File: src/rtl/spi_reg_ctrl.sv
// spi_reg_ctrl: register-access protocol controller behind the SPI byte deserializer.
// Decodes each chip-select frame (cmd byte, then data) into single-cycle register
// bus writes/reads and prefetches read data into tx_byte ahead of the next MISO byte.
// Build option: define SPI_REG_CTRL_AINC_EN to auto-increment the address after every
// access; left undefined, the address stays at the cmd value for the whole frame.
module spi_reg_ctrl #(
    parameter int unsigned ADDR_W  = 7,
    parameter logic [7:0]  ID_BYTE = 8'hA5
) (
    input  logic              SPI_CLK,
    input  logic              RST,
    input  logic              start_of_transfer,
    input  logic              end_of_transfer,
    input  logic [7:0]        mosi_data_out,
    input  logic              mosi_data_ready,
    input  logic              miso_data_request,
    output logic [7:0]        miso_data_in,
    output logic [ADDR_W-1:0] reg_addr,
    output logic [7:0]        reg_wdata,
    output logic              reg_we,
    output logic              reg_re,
    input  logic [7:0]        reg_rdata,
    output logic              busy
);

    typedef enum logic [1:0] {StIdle, StCmd, StWr, StRd} state_e;

    state_e            state_q, state_d;
    logic [ADDR_W-1:0] addr_q, addr_d;
    logic [7:0]        wdata_q, wdata_d;
    logic              we_q, we_d;
    logic              re_q, re_d;
    logic [7:0]        tx_q, tx_d;
    // fetch_q: a reg_re was issued last cycle, so reg_rdata is valid now
    logic              fetch_q, fetch_d;
    // rd_adv_q: a MISO byte was consumed last cycle; step addr and fetch the next one
    logic              rd_adv_q, rd_adv_d;
    logic [ADDR_W-1:0] addr_inc;

`ifdef SPI_REG_CTRL_AINC_EN
    assign addr_inc = addr_q + ADDR_W'(1);
`else
    assign addr_inc = addr_q;
`endif

    // Next-state logic: frame decode, strobe generation and read prefetch
    always_comb begin
        state_d  = state_q;
        addr_d   = addr_q;
        wdata_d  = wdata_q;
        we_d     = 1'b0;
        re_d     = 1'b0;
        tx_d     = tx_q;
        fetch_d  = re_q;
        rd_adv_d = 1'b0;

        // An issued read always lands in tx_byte, even after end_of_transfer
        if (fetch_q) begin
            tx_d = reg_rdata;
        end
        // Address steps the cycle after a write strobe
        if (we_q) begin
            addr_d = addr_inc;
        end
        if (rd_adv_q) begin
            addr_d = addr_inc;
            re_d   = 1'b1;
        end

        if (start_of_transfer) begin
            // New frame overrides everything, including a pending prefetch
            state_d  = StCmd;
            tx_d     = ID_BYTE;
            fetch_d  = 1'b0;
            we_d     = 1'b0;
            re_d     = 1'b0;
            rd_adv_d = 1'b0;
        end else if (end_of_transfer) begin
            // Frame closed: drop any byte arriving now and issue no further strobes
            state_d  = StIdle;
            we_d     = 1'b0;
            re_d     = 1'b0;
            rd_adv_d = 1'b0;
        end else begin
            unique case (state_q)
                StIdle: ;
                StCmd: begin
                    if (mosi_data_ready) begin
                        addr_d  = mosi_data_out[ADDR_W-1:0];
                        state_d = mosi_data_out[7] ? StRd : StWr;
                        re_d    = mosi_data_out[7];
                    end
                end
                StWr: begin
                    if (mosi_data_ready) begin
                        we_d    = 1'b1;
                        wdata_d = mosi_data_out;
                    end
                end
                StRd: begin
                    if (miso_data_request) begin
                        rd_adv_d = 1'b1;
                    end
                end
                default: state_d = StIdle;
            endcase
        end
    end

    // State and registered outputs, synchronous reset
    always_ff @(posedge SPI_CLK) begin
        if (RST) begin
            state_q  <= StIdle;
            addr_q   <= '0;
            wdata_q  <= '0;
            we_q     <= 1'b0;
            re_q     <= 1'b0;
            tx_q     <= ID_BYTE;
            fetch_q  <= 1'b0;
            rd_adv_q <= 1'b0;
        end else begin
            state_q  <= state_d;
            addr_q   <= addr_d;
            wdata_q  <= wdata_d;
            we_q     <= we_d;
            re_q     <= re_d;
            tx_q     <= tx_d;
            fetch_q  <= fetch_d;
            rd_adv_q <= rd_adv_d;
        end
    end

    assign miso_data_in = tx_q;
    assign reg_addr     = addr_q;
    assign reg_wdata    = wdata_q;
    assign reg_we       = we_q;
    assign reg_re       = re_q;
    assign busy         = (state_q != StIdle);

endmodule
File: config.mk
export PLATFORM = sky130hd
export DESIGN_NAME = spi_reg_ctrl
export DESIGN_NICKNAME = d
export VERILOG_FILES = /design/src/rtl/spi_reg_ctrl.sv
export SDC_FILE = /design/constraint.sdc
export NUM_CORES = 1
export LEC_CHECK = 0
export ABC_AREA = 1
export BUFFER_PORTS_ARGS = -buffer_cell sky130_fd_sc_hd__buf_2
export CORE_ASPECT_RATIO = 1.2
export CORE_UTILIZATION = 45
export DETAILED_ROUTE_END_ITERATION = 7
export GPL_TIMING_DRIVEN = 0
export PLACE_DENSITY_LB_ADDON = 0.2
export SLEW_MARGIN = 20
export SYNTH_ARGS = -nofsm -noshare
export SYNTH_HDL_FRONTEND = slang
export SYNTH_SLANG_ARGS = --single-unit
File: constraint.sdc
create_clock -name SPI_CLK -period 1.25 [get_ports SPI_CLK]
set_clock_uncertainty 0.05 [all_clocks]
set_input_delay 0 -clock SPI_CLK [delete_from_list [all_inputs] [get_ports SPI_CLK]]
set_output_delay 0 -clock SPI_CLK [all_outputs]
set_load 0.01 [all_outputs]
==> results.yml <==
placement:
  gp_congestion: 0.763
  dpl.cell_count: 221
  place_area_um2: 1380
  hpwl_um: 1710
  pre_cts_slack_ps: 33.6
  port_buffers: 47
layout:
  fin_nets: 242
  most-common-layout-cells: "buf_2, nand2_1, dfxtp_1, nor2_1, dlygate4sd3_1"
  fill_cells: 197
  drive_above_1_share_pct: 30.8
  layout_commonest_cell: "buf_2"
  diodes: 0
  syn2layout_area_growth_pct: 51.6
  final_area_um2: 1680
  finalNonFillerCells: 252
  final_util_pct: 72.9
floorplanning:
  die_y_um: 56.4
  io_pins: 48
  rows: 19
  dieArea_um2: 2670
  core_area_um2: 2310
  die_w_um: 47.3
  start_util_pct: 48.1
sta:
  fin_setup_tns_ps: 0
  timing.final.hold_violations: 0
  fmax_mhz: 875
  finalSetupViolCount: 0
  period_minus_slack_ps: 1140
  period_share_pct: 91.4
  setup_ws_ps: 107
  slew_viol_final: 0
  grt_setup_unrepaired: "no"
  hold_slack_ps: 27.1
  slew_headroom_pct: 78.0
  max_slew.worst_pin.slew_ps: 330
worst_setup_path:
  critPathLaunchType: "register"
  cp-end-kind: "register"
  required_ps: 1470
  crit_start: "state_q[1]"
  crit_type: "reg -> reg"
  r2r_setup_slack_ps: 110
  r2r_start: "state_q[1]"
  cp_max_fo: 5
  cp.arrival_ps: 1360
clock_network:
  clkTransAtPathRegs_ps: 90
  tritoncts: "built"
  numCtsBuffers: 5
  root_buffer: "clkbuf_4"
  htreeDepth: 2
  cts_buffer_depth: 2
  cts.sinks: 29
  clk_latency_ps: 330
route:
  wl_per_cell_um: 10.6
  viasPerCell: 4.58
  firstDrtPassIters: 4
  drtIter0Drc: 24
  ant_nets: 0
  drc: 0
  vias: 1153
  routed_wl_um: 2670
synth:
  synth_xor_area_share_pct: 0
  synthSimpleGateAreaFrac_pct: 36.9
  yosysSeqAreaShare_pct: 52.4
  yosys_register_bits: 29
  synthCells: 143
  synth_area_per_cell_um2: 7.75
  syn_area_um2: 1110
  synthAdderAreaFrac_pct: 0
  syn_nets: 165
  ys_types: 14
  yosys_warnings: 0
  synth-compound-area-share_pct: 5.87
  synth.area.mux_share_pct: 0
  synth_top_family_by_area: "simple AND/OR/NAND/NOR gates"
global_routing:
  grt_usage_pct: 22.8
  grt_overflow: 0
  grt_pass1_wl_um: 4270
  grt_max_degree: 11
  antenna_found_initial: 0
  grt_pass1_vias: 1055
power_and_ir_drop:
  powerDensity_nw_per_um2: 1050
  ir_drop_mv: 0.804
  p_total_mw: 1.77
  power.leakage_nw: 0.773
min_path:
  hp-start: "end_of_transfer"
  hold_path_class: "in -> reg"
run:
  maxCapViolations: 0
outcome:
  status: "finished, final reports clean"
routing by layer:
layer	wire length (um)	GRT usage (%)
met1	1060	21.9
met2	1380	39.1
met3	156	6.75
met4	74	14.7
met5	0	0
report_power, final:
| part | switching (mW) | internal [mW] | total, mW | leakage [nW] |
|---|---|---|---|---|
| logic | 0.0844 | 0.0955 | 0.180 | 0.497 |
| clock network | 0.325 | 0.325 | 0.651 | 0.0413 |
| registers | 0.00803 | 0.933 | 0.941 | 0.235 |
cell type report:
type	count	area, um^2	area share, %
flip-flops and latches	29	583	34.7
multi-input cells	101	477	28.4
repair buffers	70	458	27.3
clock buffers	7	65.1	3.87
well taps	31	38.8	2.31
inverters	10	37.5	2.23
plain buffers	3	16.3	0.968
clock inverters	1	5.00	0.298
worst max-delay path: stages (launching register included):
cell	delay [ps]
dfxtp_2	380
nand2_1	100
nor2_4	170
buf_4	150
nand3_1	60
a21oi_1	170
synthesized netlist by cell type:
cell type | count | share of area (%)
dfxtp_1 | 29 | 52
clkbuf_1 | 1 | 0.34
nor2_4 | 4 | 4.1
nand3_1 | 15 | 6.8
buf_4 | 1 | 0.68
inv_1 | 9 | 3.0
nand2_2 | 1 | 0.56
nand2_1 | 38 | 13
nor2_1 | 22 | 7.4
nor3_1 | 1 | 0.45
a21oi_1 | 13 | 5.9
nand3b_1 | 7 | 4.7
clkinv_1 | 1 | 0.34
buf_2 | 1 | 0.45
final timing paths:
kind,end,depth (start not counted)
worst min-delay path,rd_adv_q,4
worst min register to register,fetch_q,2
worst max register to register,reg_wdata[2],5
worst max-delay path,reg_wdata[2],5
state kept, by name, indices dropped and copies added (netlist names):
register and cells:
rd_adv_q 1, reg_re 1, reg_wdata 8, fetch_q 1, miso_data_in 8, reg_we 1, state_q 2, reg_addr 7
logic make-up after synthesis:
| family | Yosys count |
|---|---|
| AOI/OAI and AO/OA | 13 |
| buffers and inverters | 13 |
| and+or+nand+nor | 88 |
| DFF | 29 |
timing repair:
item,CTS,global route
endpoints found under the hold margin,27,0
buffers inserted,0,3
endpoints found under the setup margin,0,16
gates resized for setup,0,3
hold buffers,20,0
(Power assumes the default switching activity.)
